$ cat src/rtl/sn74ls11_tester.sv
// Self-test sequencer for a triple 3-input AND package: walks all 8 vectors through the three
// gates and reports pass/fail. Optional abort input enabled by SN74LS11_TESTER_ABORT_EN.
module sn74ls11_tester #(
  parameter int unsigned SETTLE_CYCLES = 2
) (
  input  logic       clk,
  input  logic       rst_n,
  input  logic       in_start,
`ifdef SN74LS11_TESTER_ABORT_EN
  input  logic       in_abort,
  output logic       out_aborted,
`endif
  input  logic [2:0] in_gate_out,
  output logic [8:0] out_gate_in,
  output logic       out_busy,
  output logic       out_done,
  output logic       out_pass,
  output logic [2:0] out_fail_mask,
  output logic [2:0] out_first_fail_vec
);

  typedef enum logic [1:0] {StIdle, StSettle, StCheck, StDone} state_e;

  localparam logic [3:0] CntLast = 4'(SETTLE_CYCLES - 1);

  state_e     state_q, state_d;
  logic [2:0] vec_q, vec_d;
  logic [3:0] cnt_q, cnt_d;
  logic [8:0] gate_in_q, gate_in_d;
  logic       busy_q, busy_d;
  logic       done_q, done_d;
  logic       pass_q, pass_d;
  logic [2:0] mask_q, mask_d;
  logic [2:0] ffv_q, ffv_d;
  logic       expected;
  logic [2:0] mismatch;
`ifdef SN74LS11_TESTER_ABORT_EN
  logic       aborted_q, aborted_d;
`endif

  always_comb begin
    state_d   = state_q;
    vec_d     = vec_q;
    cnt_d     = cnt_q;
    gate_in_d = gate_in_q;
    busy_d    = busy_q;
    done_d    = 1'b0;
    pass_d    = pass_q;
    mask_d    = mask_q;
    ffv_d     = ffv_q;
    expected  = &vec_q;
    mismatch  = in_gate_out ^ {3{expected}};
`ifdef SN74LS11_TESTER_ABORT_EN
    aborted_d = aborted_q;
`endif

    unique case (state_q)
      StIdle: begin
        gate_in_d = '0;
        if (in_start) begin
          vec_d     = '0;
          cnt_d     = '0;
          pass_d    = 1'b0;
          mask_d    = '0;
          ffv_d     = '0;
          busy_d    = 1'b1;
          state_d   = StSettle;
`ifdef SN74LS11_TESTER_ABORT_EN
          aborted_d = 1'b0;
`endif
        end
      end
      StSettle: begin
        cnt_d = cnt_q + 4'd1;
        if (cnt_q == CntLast) begin
          state_d = StCheck;
        end
      end
      StCheck: begin
        mask_d = mask_q | mismatch;
        // First failing vector is latched only while no earlier mismatch exists.
        if ((mismatch != 3'b000) && (mask_q == 3'b000)) begin
          ffv_d = vec_q;
        end
        if (vec_q == 3'd7) begin
          state_d = StDone;
          done_d  = 1'b1;
          busy_d  = 1'b0;
          pass_d  = ((mask_q | mismatch) == 3'b000);
        end else begin
          vec_d     = vec_q + 3'd1;
          gate_in_d = {3{vec_q + 3'd1}};
          cnt_d     = '0;
          state_d   = StSettle;
        end
      end
      StDone: begin
        gate_in_d = '0;
        state_d   = StIdle;
      end
      default: begin
        state_d = StIdle;
      end
    endcase

`ifdef SN74LS11_TESTER_ABORT_EN
    // Abort overrides everything in the active phases, including the final check.
    if (in_abort && ((state_q == StSettle) || (state_q == StCheck))) begin
      state_d   = StIdle;
      vec_d     = vec_q;
      cnt_d     = cnt_q;
      gate_in_d = '0;
      busy_d    = 1'b0;
      done_d    = 1'b0;
      pass_d    = 1'b0;
      mask_d    = mask_q;
      ffv_d     = ffv_q;
      aborted_d = 1'b1;
    end
`endif
  end

  always_ff @(posedge clk or negedge rst_n) begin
    if (!rst_n) begin
      state_q   <= StIdle;
      vec_q     <= '0;
      cnt_q     <= '0;
      gate_in_q <= '0;
      busy_q    <= 1'b0;
      done_q    <= 1'b0;
      pass_q    <= 1'b0;
      mask_q    <= '0;
      ffv_q     <= '0;
    end else begin
      state_q   <= state_d;
      vec_q     <= vec_d;
      cnt_q     <= cnt_d;
      gate_in_q <= gate_in_d;
      busy_q    <= busy_d;
      done_q    <= done_d;
      pass_q    <= pass_d;
      mask_q    <= mask_d;
      ffv_q     <= ffv_d;
    end
  end

`ifdef SN74LS11_TESTER_ABORT_EN
  always_ff @(posedge clk or negedge rst_n) begin
    if (!rst_n) begin
      aborted_q <= 1'b0;
    end else begin
      aborted_q <= aborted_d;
    end
  end

  assign out_aborted = aborted_q;
`endif

  assign out_gate_in        = gate_in_q;
  assign out_busy           = busy_q;
  assign out_done           = done_q;
  assign out_pass           = pass_q;
  assign out_fail_mask      = mask_q;
  assign out_first_fail_vec = ffv_q;

endmodule

$ cat config.mk
export PLATFORM = sky130hd
export DESIGN_NAME = sn74ls11_tester
export DESIGN_NICKNAME = d
export VERILOG_FILES = /design/src/rtl/sn74ls11_tester.sv
export SDC_FILE = /design/constraint.sdc
export NUM_CORES = 1
export LEC_CHECK = 0
export ABC_AREA = 1
export CAP_MARGIN = 20
export CORE_UTILIZATION = 50
export CTS_CLUSTER_DIAMETER = 80
export DETAILED_ROUTE_END_ITERATION = 8
export PLACE_DENSITY = 0.87
export SYNTH_ARGS = -nofsm -noshare
export SYNTH_HDL_FRONTEND = slang
export SYNTH_SLANG_ARGS = --single-unit
$ cat constraint.sdc
create_clock -name clk -period 2.03 [get_ports clk]
set_input_delay 0.203 -clock clk [delete_from_list [all_inputs] [get_ports clk]]
set_output_delay 0.203 -clock clk [all_outputs]
set_load 0.01 [all_outputs]
==> summary.md, run 1 <==
| Metric | Value |
|---|---|
| Vias/cell | `roughly 4.9` |
| WL/cell | `roughly 12 um` |
| Area Growth Syn to Fin | `21.8%` |
| Final RePlAce weighted congestion | `~0.85` |
| Int Power | `slightly below 0.001 W` |
| CTS tree | `yes` |
| H-Tree Depth | `1` |
| GRT Overall Usage | `between 20% and 30%` |
| Clock power frac | `a little under an eighth` |
| CTS clock-pin slew for the worst setup and hold paths | `0.12 ns` |
| Startpoint Class | `register` |
| Final WL | `between 2 and 2.5 mm` |
| Slowest cell on the critical path | `dfrtp_1` |
| Worst Hold Class | `input pin to asynchronous set/reset pin` |
| Switching Fraction | `about 44%` |
| Die Ht | `50.3 um` |
| Fin Setup TNS | `0 ns` |
| Share of cells above drive strength 1 | `under 10%` |
| Register area share after synthesis | `a little under half` |
| Most used cell, CP | `nand2_1` |
| Sequential Area | `about 530 sq um` |
| Hold Buf Count CTS | `0` |
| Static leakage | `around 0.73 nW` |
| Row count | `17` |
| Antenna Diode Count | `0` |
| Final max-slew violation count | `0` |
| Post-synth net total | `between 150 and 200` |
| Maxcap violations | `0` |
| Post_cts resized | `0` |
| Distinct cells, synth | `19` |
| HPWL after detailed placement | `roughly 1.8 mm` |
| Clk_skew | `~0.0073 ns` |
| Grt ovf | `0` |
| WP data arrival | `~1.8 ns` |
| Core ar. | `0.00221 sq mm` |
| Mean Syn Cell Area | `7.98 sq um` |
| Worst stage delay on the critical path | `approximately 0.44 ns` |
| Pwr/cell area | `1230 mW/mm^2` |
| Skew-Pair Late Insertion Delay | `roughly 0.3 ns` |
| Worst Setup End Kind | `register` |
| Gate power share | `52.6%` |
| Achievable Freq | `614 MHz` |
| Initial Util | `between 50% and 60%` |
| CTS Buf Count | `3` |
| Vias | `approximately 960` |
| Slew margin rel. | `between 80% and 90%` |
| Post-Syn Area | `about 0.0012 sq mm` |
| Crit Path Max Fanout | `6` |
| Worst-path cell chain | `ha_1, ha_1, inv_1, nand2_1, nand2_1, nand3_1, nand2_2, nand2_2, nand2_1, nand2_1` |
| Die ar. | `approximately 0.0025 sq mm` |
| Outcome | `finished, final reports clean` |
| Yosys warnings | `0` |
| Antenna Nets Post-Route | `0` |
| Worst vdd ir | `between 0.7 and 0.8 mV` |
| Filler Cells Inserted | `190` |
| Final #Nets | `about 180` |
| Sink Count | `21` |
| Number of global-route vias before repair | `between 900 and 1000` |
| Post-layout util | `approximately 64%` |
| Tcrit/Tclk final | `80.2%` |
| Setup-failing EPs final | `0` |
| Minimum clock period | `approximately 1.6 ns` |
| Root buffer cell | `clkbuf_4` |
| #FFs+latches synth | `21` |
| Initial DRC count | `23` |
| Port bufs | `23` |
| Setup bufs post-CTS | `0` |
| First-pass GRT wire length | `between 3 and 4 mm` |
| Total iterations of the first detailed-routing run | `4` |
| Measured slew at the worst slew-check pin | `0.287 ns` |
| Post-Synthesis Cells | `between 100 and 150` |
| Worst R2R Start | `vec_q[0]` |
| Setup crit start | `vec_q[0]` |
| CTS Buffer Depth | `2` |
| Largest net degree at the start of global routing | `22` |
| Final Hold Viols | `0` |
| Worst path bufs/invs | `1` |
| Sequential Power Share | `35.9%` |
| Die Span X | `50.3 um` |
| Area of the multi-input gates | `497 sq um` |
| NetSw | `0.000775 W` |
| Req. time, crit path | `~2.2 ns` |
| Critical path type | `register to register` |
| Initial antenna violation count | `0` |
| Drt drc | `0` |
| Unrepaired setup endpoints after global routing | `false` |
| CP top delay family | `simple AND/OR/NAND/NOR gates` |
| Ports | `24` |
==> area by class of cell <==
cell class                 count  area share [%]
inverter                      26            6.88
timing repair buffer          24            16.8
tap                           28            2.47
sequential                    21            37.0
multi-input combinational     93            35.0
clock buffer                   4            1.85
==> worst paths after layout <==
check / end / slack (ns) / cells after the start
setup reg to reg: out_first_fail_vec[2] / 0.40 / 10
hold reg to reg: out_busy / 0.49 / 2
hold / removal: out_pass / 0.22 / 2
setup / recovery: out_first_fail_vec[2] / 0.40 / 10
max in group asynchronous: cnt_q[3] / 1.59 / 2
min in group clk: out_busy / 0.49 / 2
==> cells in the mapped netlist <==
cell type,number,area share [%]
nand2_1,42,14
inv_1,24,7.7
dfrtp_1,21,45
o21ai_0,11,4.7
nand3_1,8,3.4
ha_1,7,7.5
buf_4,6,3.9
nor2_1,5,1.6
o22ai_1,5,2.7
a21oi_1,4,1.7
nand2_2,3,1.6
inv_2,2,0.64
nand4_1,2,1.1
nand2_4,1,0.97
nor2_2,1,0.54
nor2_4,1,0.97
o211ai_2,1,1.1
o21bai_1,1,0.64
or2_2,1,0.54
==> power by group through the flow <==
stage | combinational, W | clock (W) | sequential (W)
after floorplan | 0.000609 | 0 | 0.000644
after global placement | 0.000896 | 0 | 0.000625
after detailed placement | 0.000925 | 0 | 0.000636
after CTS | 0.000928 | 0.000208 | 0.000629
after global routing | 0.00105 | 0.000227 | 0.000642
final | 0.000921 | 0.000201 | 0.000629
==> per-layer routing <==
layer,up-vias,global-route usage [%],share of wire (%)
li1,499,-,-
met1,439,25.2,47
met2,22,34.9,46
met5,-,0,0
met3,4,4.55,4.7
met4,0,12.4,1.9
==> cell usage in the layout (no fill, tap or decap) <==
cell | synthesis | final
nand2_1 | 42 | 42
nand2_4 | 1 | 1
nand3_1 | 8 | 8
o21bai_1 | 1 | 1
buf_4 | 6 | 1
clkbuf_4 | 0 | 3
nand4_1 | 2 | 2
ha_1 | 7 | 7
inv_1 | 24 | 24
nor2_2 | 1 | 1
nor2_1 | 5 | 5
o211ai_2 | 1 | 1
nand2_2 | 3 | 3
or2_2 | 1 | 1
nor2_4 | 1 | 1
o21ai_0 | 11 | 11
a21oi_1 | 4 | 4
dfrtp_1 | 21 | 21
clkbuf_1 | 0 | 1
inv_2 | 2 | 2
o22ai_1 | 5 | 5
clkdlybuf4s50_1 | 0 | 23
==> cell families (layout without fill, tap and decap cells) <==
kind of cell / Yosys count / in the layout / synth area share [%]
fa+ha+maj: 7 / 7 / 7.52
buf+inv: 32 / 54 / 12.2
simple gates: 64 / 64 / 24.3
flops: 21 / 21 / 45.1
compound gates: 22 / 22 / 10.8
==> per-stage QoR <==
step / total power (W) / setup WS, ns / hold WS [ns] / cells / instance area (sq um)
4_1_cts: 0.00176 / 0.400 / 0.224 / 196 / 1420
5_1_grt: 0.00192 / 0.213 / 0.231 / 196 / 1420
2_1_floorplan: 0.00125 / 0.563 / -0.0926 / 146 / 1160
3_3_place_gp: 0.00152 / 0.444 / 0.453 / 192 / 1390
6_report: 0.00175 / 0.401 / 0.217 / 196 / 1420
3_5_place_dp: 0.00156 / 0.422 / 0.463 / 192 / 1390
==> worst register-to-register path, stage by stage (launching register included) <==
cell and delay (ns):
dfrtp_1 0.44, ha_1 0.21, ha_1 0.25, inv_1 0.13, nand2_1 0.08, nand2_1 0.06, nand3_1 0.09, nand2_2 0.11
nand2_2 0.07, nand2_1 0.05, nand2_1 0.04
==> registers in the layout, summed over array words and instances (netlist names), 2 cells and up <==
signal	cells
cnt_q	4
out_fail_mask	3
out_first_fail_vec	3
out_gate_in	3
state_q	2
vec_q	3
Power figures use the tool's default switching activity.
==> run 2, diff against run 1 <==
Settings changed: CORE_UTILIZATION 50 to 45, PLACE_DENSITY 0.87 to 0.83.
Clock period 2.03 ns to 1.4 ns, I/O delays scaled along.
==> run 2 against run 1 <==
The flow now finishes with violations (negative setup slack). Global-route usage shrank 0.32 points. First-iteration DRC count is 26% higher. Die area is 11% higher. Sequential power is 43% higher. Cell area is 11% higher. Sequential share of layout area fell by 3.6 points. Flip-flop and latch count did not move. Final cell count up 6.6%. Clock power rose by 44%.
==> summary.md, run 2 (synthesis gave the netlist of run 1 again) <==
| Metric | Value |
|---|---|
| Initial DRC count | `29 (was 23)` |
| Static leakage | `0.856 nW (was 0.725 nW)` |
| Req. time, crit path | `1.61 ns (was 2.24 ns)` |
| Die ar. | `0.00280 sq mm (was 0.00253 sq mm)` |
| Slowest cell on the critical path | `dfrtp_1 (unchanged)` |
| Pwr/cell area | `1780 mW/mm^2 (was 1230 mW/mm^2)` |
| Worst R2R Start | `vec_q[0] (unchanged)` |
| Area Growth Syn to Fin | `34.9% (was 21.8%)` |
| Worst Hold Class | `input pin to asynchronous set/reset pin (unchanged)` |
| Worst Setup End Kind | `register (unchanged)` |
| Worst vdd ir | `1.12 mV (was 0.715 mV)` |
| Filler Cells Inserted | `197 (was 190)` |
| CTS tree | `yes (unchanged)` |
| Tcrit/Tclk final | `104% (was 80.2%)` |
| Slew margin rel. | `82.1% (was 80.9%)` |
| Total iterations of the first detailed-routing run | `4 (unchanged)` |
| Ports | `24 (unchanged)` |
| Placement Cell Area | `0.00145 sq mm (was 0.00139 sq mm)` |
| Achievable Freq | `684 MHz (was 614 MHz)` |
| Final worst slack | `-0.0611 ns (was 0.401 ns)` |
| Antenna Diode Count | `0 (unchanged)` |
| Minimum clock period | `1.46 ns (was 1.63 ns)` |
| H-Tree Depth | `1 (unchanged)` |
| Worst-path cell chain | `ha_2, ha_4, inv_4, nand2_2, nand2_1, nand3_2, nand2_2, nand2_2, nand2_1, nand2_1 (was ha_1, ha_1, inv_1, nand2_1, nand2_1, nand3_1, nand2_2, nand2_2, nand2_1, nand2_1)` |
| Final WL | `2.71 mm (was 2.32 mm)` |
| Worst stage delay on the critical path | `0.42 ns (was 0.44 ns)` |
| Fin Setup TNS | `-0.224 ns (was 0 ns)` |
| Reg with most FFs | `cnt_q (unchanged)` |
| Row count | `18 (was 17)` |
| CTS Buf Count | `3 (unchanged)` |
| Hold Slack | `0.164 ns (was 0.217 ns)` |
| Clk_skew | `0.00433 ns (was 0.00730 ns)` |
| Largest net degree at the start of global routing | `22 (unchanged)` |
| Measured slew at the worst slew-check pin | `0.268 ns (was 0.287 ns)` |
| Vias/cell | `5.27 (was 4.92)` |
| Grt ovf | `0 (unchanged)` |
| R2R setup slack | `-0.06 ns (was 0.40 ns)` |
| Initial antenna violation count | `0 (unchanged)` |
| HPWL after detailed placement | `1.87 mm (was 1.79 mm)` |
| Setup-failing EPs final | `6 (was 0)` |
| CTS Buffer Depth | `2 (unchanged)` |
| Maxcap violations | `0 (unchanged)` |
| Drt drc | `0 (unchanged)` |
| Number of global-route vias before repair | `996 (was 979)` |
| Commonest cells after routing, fill and taps aside | `nand2_1 (36), inv_1 (22), dfrtp_1 (21) (was nand2_1 (42), inv_1 (24), clkdlybuf4s50_1 (23))` |
| Die Span X | `52.9 um (was 50.3 um)` |
| Skew-Pair Late Insertion Delay | `0.31 ns (was 0.30 ns)` |
| First-pass GRT wire length | `4.14 mm (was 3.95 mm)` |
| Core ar. | `0.00245 sq mm (was 0.00221 sq mm)` |
| Failing checks | `negative setup slack` |
| Final #Nets | `193 (was 182)` |
| Sink Count | `21 (unchanged)` |
| Final RePlAce weighted congestion | `0.906 (was 0.853)` |
| Startpoint Class | `register (unchanged)` |
| Initial Util | `47.5% (was 52.7%)` |
| CTS clock-pin slew for the worst setup and hold paths | `0.11 ns (was 0.12 ns)` |
| Outcome | `complete, but fails checks (was finished, final reports clean)` |
| Port bufs | `23 (unchanged)` |
| Crit Path Max Fanout | `6 (unchanged)` |
| WL/cell | `12.9 um (was 11.8 um)` |
| GRT Overall Usage | `20.9% (was 21.2%)` |
| Cell area after layout | `0.00157 sq mm (was 0.00142 sq mm)` |
| Vias | `1102 (was 964)` |
| Root buffer cell | `clkbuf_4 (unchanged)` |
| Reg2reg path depth | `10 (unchanged)` |
| Final Hold Viols | `0 (unchanged)` |
| Unrepaired setup endpoints after global routing | `true (was false)` |
| Die Ht | `52.9 um (was 50.3 um)` |
| Max FFs per register | `4 (unchanged)` |
| Worst r2r dst | `out_first_fail_vec[0] (was out_first_fail_vec[2])` |
| Antenna Nets Post-Route | `0 (unchanged)` |
| Share of cells above drive strength 1 | `23.5% (was 8.33%)` |
| Final max-slew violation count | `0 (unchanged)` |
| Hold Buf Count CTS | `0 (unchanged)` |
| Critical path type | `register to register (unchanged)` |
| WP data arrival | `1.67 ns (was 1.84 ns)` |
| Commonest non-fill, non-tap cell in the layout | `nand2_1 (unchanged)` |
## run 2: worst max-delay path by stage
stage / endpoint / from / cells after the start
floorplan: out_first_fail_vec[0] / vec_q[0] / 10
global placement: out_first_fail_vec[2] / vec_q[1] / 10
detailed placement: out_gate_in[7] / vec_q[0] / 6
CTS: out_first_fail_vec[0] / vec_q[1] / 10
global route: out_first_fail_vec[0] / vec_q[0] / 10
finish: out_first_fail_vec[0] / vec_q[0] / 10
## run 2: where the power goes
group	switching, W	leakage (nW)	internal, W
logic	0.000927	0.560	0.000678
registers	0.000130	0.281	0.000772
clock network	0.000179	0.0150	0.000111
total	0.00124	0.856	0.00156
## run 2: what timing repair did
item	CTS	global route
resized for setup	19	17
pin swaps	3	1
setup buffers	4	0
setup endpoints to repair	25	19
## run 2: layout make-up
| class | instances | area [sq um] | area share [%] |
|---|---|---|---|
| flip-flops and latches | 21 | 526 | 33.4 |
| clock buffers | 4 | 26.3 | 1.67 |
| multi-input cells | 93 | 566 | 36.0 |
| well taps | 30 | 37.5 | 2.39 |
| repair buffers | 35 | 314 | 20.0 |
| inverters | 26 | 103 | 6.53 |
## run 2: layer usage
metal	up-vias	track usage, %	wire, um
met5	-	0	0
met4	0	10.5	65
met1	514	26.1	1130
met2	52	34.2	1340
met3	12	3.74	169
li1	524	-	-
## run 2: through the flow
| step | instances | util, % | setup slack (ns) | total power [W] |
|---|---|---|---|---|
| 6_report | 209 | 64.0 | -0.0611 | 0.00280 |
| 5_1_grt | 209 | 64.0 | -0.133 | 0.00302 |
| 4_1_cts | 209 | 62.6 | -0.0591 | 0.00270 |
| 3_5_place_dp | 201 | 59.1 | -0.107 | 0.00232 |
| 3_3_place_gp | 201 | 59.1 | -0.0219 | 0.00226 |
| 2_1_floorplan | 146 | - | 0.00642 | 0.00182 |
## run 2: critical path, delay by kind of cell, from the launching register on
kind	cells	cell delay [ns]
simple gates	7	0.47
flops	1	0.42
fa+ha+maj	2	0.39
buf+inv	1	0.08
==> run 3, diff against run 2 <==
Settings changed: CORE_MARGIN set to 4.
Clock period 1.4 ns to 1.2 ns, I/O delays scaled along.
==> run 3 against run 2 <==
The run still ends with negative setup slack left. Critical path type unchanged. Non-clock buffer count increased by 15. Clock skew decreased by 0.0016 ns. Global-route usage decreased by 0.87 points. Sequential share of layout area decreased by 3.3 points. Highest routed layer unchanged. Critical endpoint is now out_pass.
==> summary.md, run 3 (synthesis gave the netlist of run 1 again) <==
| Metric | Value |
|---|---|
| Commonest non-fill, non-tap cell in the layout | `nand2_1 (unchanged)` |
| Max FFs per register | `4 (unchanged)` |
| Vias | `1182 (was 1102)` |
| Port bufs | `23 (unchanged)` |
| Die Ht | `58.9 um (was 52.9 um)` |
| Worst-path cell chain | `ha_2, ha_4, inv_6, nand2_4, nand2_4, buf_4, nand2_2, nor2_1, nand4_1, nand2_1 (was ha_2, ha_4, inv_4, nand2_2, nand2_1, nand3_2, nand2_2, nand2_2, nand2_1, nand2_1)` |
| Tcrit/Tclk final | `129% (was 104%)` |
| Final worst slack | `-0.352 ns (was -0.0611 ns)` |
| Ports | `24 (unchanged)` |
| CP top delay family | `simple AND/OR/NAND/NOR gates (unchanged)` |
| Minimum clock period | `1.55 ns (was 1.46 ns)` |
| Final WL | `3.37 mm (was 2.71 mm)` |
| Initial Util | `47.0% (was 47.5%)` |
| Post-layout util | `70.4% (was 64.0%)` |
| Hold Buf Count CTS | `0 (unchanged)` |
| Antenna Nets Post-Route | `0 (unchanged)` |
| Startpoint Class | `register (unchanged)` |
| Outcome | `complete, but fails checks (unchanged)` |
| Initial antenna violation count | `0 (unchanged)` |
| Slowest cell on the critical path | `dfrtp_1 (unchanged)` |
| Fin Setup TNS | `-4.52 ns (was -0.224 ns)` |
| Achievable Freq | `644 MHz (was 684 MHz)` |
| Grt ovf | `0 (unchanged)` |
| Final #Nets | `208 (was 193)` |
| Antenna Diode Count | `0 (unchanged)` |
| Skew-Pair Late Insertion Delay | `0.32 ns (was 0.31 ns)` |
| Drt drc | `0 (unchanged)` |
| Total Power | `0.00369 W (was 0.00280 W)` |
| Worst Hold Class | `input pin to asynchronous set/reset pin (unchanged)` |
| Worst r2r dst | `out_pass (was out_first_fail_vec[0])` |
| Slew margin rel. | `82.0% (was 82.1%)` |
| Worst vdd ir | `1.39 mV (was 1.12 mV)` |
| Clk_skew | `0.00276 ns (was 0.00433 ns)` |
| Final RePlAce weighted congestion | `0.837 (was 0.906)` |
| Static leakage | `0.936 nW (was 0.856 nW)` |
| Critical path type | `register to register (unchanged)` |
| Failing checks | `negative setup slack (unchanged)` |
| Final max-slew violation count | `0 (unchanged)` |
| Worst Setup End Kind | `register (unchanged)` |
| Initial DRC count | `34 (was 29)` |
| Share of cells above drive strength 1 | `37.6% (was 23.5%)` |
| CTS tree | `yes (unchanged)` |
| Commonest cells after routing, fill and taps aside | `nand2_1 (32), buf_4 (27), dfrtp_1 (21) (was nand2_1 (36), inv_1 (22), dfrtp_1 (21))` |
| WP data arrival | `1.82 ns (was 1.67 ns)` |
| Row count | `18 (unchanged)` |
| Die ar. | `0.00347 sq mm (was 0.00280 sq mm)` |
| Number of global-route vias before repair | `1186 (was 996)` |
| Crit Path Max Fanout | `6 (unchanged)` |
| GRT Overall Usage | `20.0% (was 20.9%)` |
| HPWL after detailed placement | `2.11 mm (was 1.87 mm)` |
| R2R setup slack | `-0.35 ns (was -0.06 ns)` |
| Maxcap violations | `0 (unchanged)` |
| Total iterations of the first detailed-routing run | `4 (unchanged)` |
| H-Tree Depth | `1 (unchanged)` |
| Pwr/cell area | `2120 mW/mm^2 (was 1780 mW/mm^2)` |
| Worst R2R Start | `vec_q[1] (was vec_q[0])` |
| Worst path bufs/invs | `2 (was 1)` |
| Die Span X | `58.9 um (was 52.9 um)` |
| Area Growth Syn to Fin | `49.7% (was 34.9%)` |
| CTS Buffer Depth | `2 (unchanged)` |
| Unrepaired setup endpoints after global routing | `true (unchanged)` |
| WL/cell | `15.1 um (was 12.9 um)` |
| First-pass GRT wire length | `5.23 mm (was 4.14 mm)` |
| Most used cell, CP | `nand2_4` |
| Reg2reg path depth | `10 (unchanged)` |
| Measured slew at the worst slew-check pin | `0.268 ns (about the same)` |
| Root buffer cell | `clkbuf_4 (unchanged)` |
| Worst stage delay on the critical path | `0.40 ns (was 0.42 ns)` |
| Sink Count | `21 (unchanged)` |
| Final Hold Viols | `0 (unchanged)` |
| Setup-failing EPs final | `20 (was 6)` |
| Vias/cell | `5.28 (was 5.27)` |
| Core ar. | `0.00248 sq mm (was 0.00245 sq mm)` |
| Req. time, crit path | `1.46 ns (was 1.61 ns)` |
| CTS Buf Count | `3 (unchanged)` |
| Largest net degree at the start of global routing | `22 (unchanged)` |
| CTS clock-pin slew for the worst setup and hold paths | `0.12 ns (was 0.11 ns)` |
| Reg with most FFs | `cnt_q (unchanged)` |
run 3: routing by layer:
metal | GRT usage [%] | routed length (um) | part of all wire (%)
met1 | 22.7 | 1290 | 38
met2 | 35.8 | 1840 | 55
met3 | 3.07 | 118 | 3.5
met4 | 10.4 | 125 | 3.7
met5 | 0 | 0 | 0
run 3: what timing repair did:
action,4_1_cts,5_1_grt
buffers inserted,10,1
resized for setup,46,14
pin swaps,3,6
endpoints found under the setup margin,39,24
run 3: worst max path at each step:
| stage | end | cells past startpoint | slack, ns | from |
|---|---|---|---|---|
| 2_1_floorplan | out_first_fail_vec[2] | 10 | -0.15 | vec_q[0] |
| 3_3_place_gp | out_gate_in[6] | 6 | -0.16 | vec_q[1] |
| 3_5_place_dp | out_first_fail_vec[0] | 10 | -0.27 | vec_q[1] |
| 4_1_cts | out_first_fail_vec[0] | 10 | -0.24 | vec_q[0] |
| 5_1_grt | out_pass | 10 | -0.45 | vec_q[0] |
| 6_report | out_pass | 10 | -0.35 | vec_q[1] |
run 3: worst reg2reg max path: cells and delay by family, from the launching register on:
| kind | cells | cell delay, ns |
|---|---|---|
| fa+ha+maj | 2 | 0.39 |
| buf+inv | 2 | 0.19 |
| flops | 1 | 0.40 |
| simple gates | 6 | 0.51 |
run 3: where the power goes:
group	internal [W]	leakage (nW)	switching, W	total [W]
sequential	0.000900	0.281	0.000136	0.00104
combinational	0.000987	0.636	0.00131	0.00230
clock	0.000125	0.0177	0.000233	0.000358
total	0.00201	0.936	0.00168	0.00369
run 3: cell type report:
| class | instances | area [sq um] |
|---|---|---|
| Multi-Input combinational cell | 93 | 654 |
| Timing Repair Buffer | 50 | 392 |
| Clock buffer | 3 | 22.5 |
| Clock inverter | 1 | 5.00 |
| Sequential cell | 21 | 526 |
| Tap cell | 30 | 37.5 |
| Fill cell | 190 | 733 |
| Inverter | 26 | 108 |
run 3: stage by stage:
stage | hold slack (ns) | instances | setup slack, ns | cell area [sq um]
CTS | 0.132 | 223 | -0.241 | 1700
floorplan | -0.176 | 146 | -0.148 | 1230
global route | 0.135 | 224 | -0.447 | 1740
finish | 0.125 | 224 | -0.352 | 1740
detailed placement | 0.465 | 209 | -0.267 | 1570
global placement | 0.459 | 209 | -0.155 | 1570
==> edit, RTL diff (config.mk and constraints of run 3) <==
Register the output `out_done` once more, without a reset; this adds one clock of latency there. The other outputs are not delayed to match.
--- a/src/rtl/sn74ls11_tester.sv
+++ b/src/rtl/sn74ls11_tester.sv
@@ -158,7 +158,9 @@
 
   assign out_gate_in        = gate_in_q;
   assign out_busy           = busy_q;
-  assign out_done           = done_q;
+  always_ff @(posedge clk) begin
+    out_done <= done_q;
+  end
   assign out_pass           = pass_q;
   assign out_fail_mask      = mask_q;
   assign out_first_fail_vec = ffv_q;
Check against the original RTL: same outputs for any inputs over 10 cycles, from zero or initial values and one cycle with rst_n low; that may be too few to reach the edited logic, so the function may still have changed.
==> edit against run 3 <==
- the run still ends with setup timing left
- worst hold slack better by 0.014 ns
- via count is 3.6% lower
- combinational power is 12% higher
- final area increased by 6.0%
- routed wire length down 6.1%
- cell count up 0.89%
- sequential cell count grew 1
- sequential power increased by 5%
- synthesized area up 4.0%
- setup slack better by 0.054 ns
- first-iteration DRC count rose by 15%
- power rose by 8.9%
- highest routed layer unchanged
==> edit: results (changes against run 3) <==
Final layout:
- The multi-input combinational area share came to 39.0% (+1.5 points).
- The non-clock buffering overhead in the final layout is 21.2% (-1.3 points).
- The fraction of area in clock buffers and inverters was 1.42% (-0.16 points).
- The number of clock-tree buffers in the layout is 4 (+1).
- The area occupied by registers is 547 µm² (+4.0%).
- The number of nets in the layout was 212 (+1.9%).

Drt:
- The detailed-route wire length on metal 1 is 1320 µm (+2.5%).
- The mean routed wirelength per cell is 14.0 µm (-6.9%).
- The aggregate routed wire length is 3170 µm (-6.1%).

Pwr:
- The power per unit of standard cell area is 2170 nW/µm² (+2.7%).
- The power spent charging and discharging nets is 1790 µW (+6.5%).

Synthesis:
- The post-synthesis share of cell area spent on full adders, half adders and majority gates is 9.30% (+1.8 points).
- The proportion of register bits with asynchronous set or reset after synthesis is 95.5% (-4.5 points).
- The instance count of the mapped netlist is 151 (+3.4%).
- The number of library cell types mapped by synthesis is 21 (+2).
- The compound-gate portion of the synthesized area is 9.40% (-1.4 points).

Global routing:
- The met1 global-route usage is 22.5% (-0.15 points).
- The wire length of the first global-routing pass came to 4970 µm (-4.9%).

Timing:
- The transition at the pin with the smallest max-transition slack is 0.343 ns (+0.0748 ns).
- The count of final setup violators is 19 (-5.0%).
- The final setup skew is 0.00490 ns (+0.00214 ns).
- The worst path setup slack after routing is -0.299 ns (+0.0535 ns).

Placement:
- The weighted congestion reported at the end of routability-driven placement was 0.933 (+11%).
- The number of instances in the placed design came to 212 (+1.4%).

Outcome:
- The checks that failed: setup timing.
- The flow ran to the end, but the final reports show violations.

Worst setup path:
- The worst endpoint data arrival time is 1.71 ns (-0.11 ns).
[edit: changes by cell type after synthesis, sizes merged, moves of 2 or more]
| cell | before | now |
|---|---|---|
| a22oi | 0 | 2 |
| ha | 7 | 9 |
| inv | 26 | 30 |
| nand2 | 46 | 42 |
| nand4 | 2 | 0 |
| nor2 | 7 | 11 |
[edit: stage by stage]
| step | power [µW] | setup slack [ns] | setup TNS [ns] | hold slack, ns |
|---|---|---|---|---|
| after floorplan | 2280 | -0.212 | -1.63 | -0.176 |
| after global placement | 2920 | -0.215 | -2.48 | 0.333 |
| after detailed placement | 3000 | -0.285 | -3.82 | 0.331 |
| after CTS | 3590 | -0.264 | -3.32 | 0.146 |
| after global routing | 4340 | -0.362 | -4.78 | 0.144 |
| final | 4020 | -0.299 | -3.71 | 0.138 |
[edit: power by group through the flow]
stage	logic (µW)	registers, µW	clock network, µW
finish	2570	1090	356
floorplan	1140	1140	0
CTS	2150	1070	364
global placement	1840	1080	0
global route	2820	1110	399
detailed placement	1900	1100	0
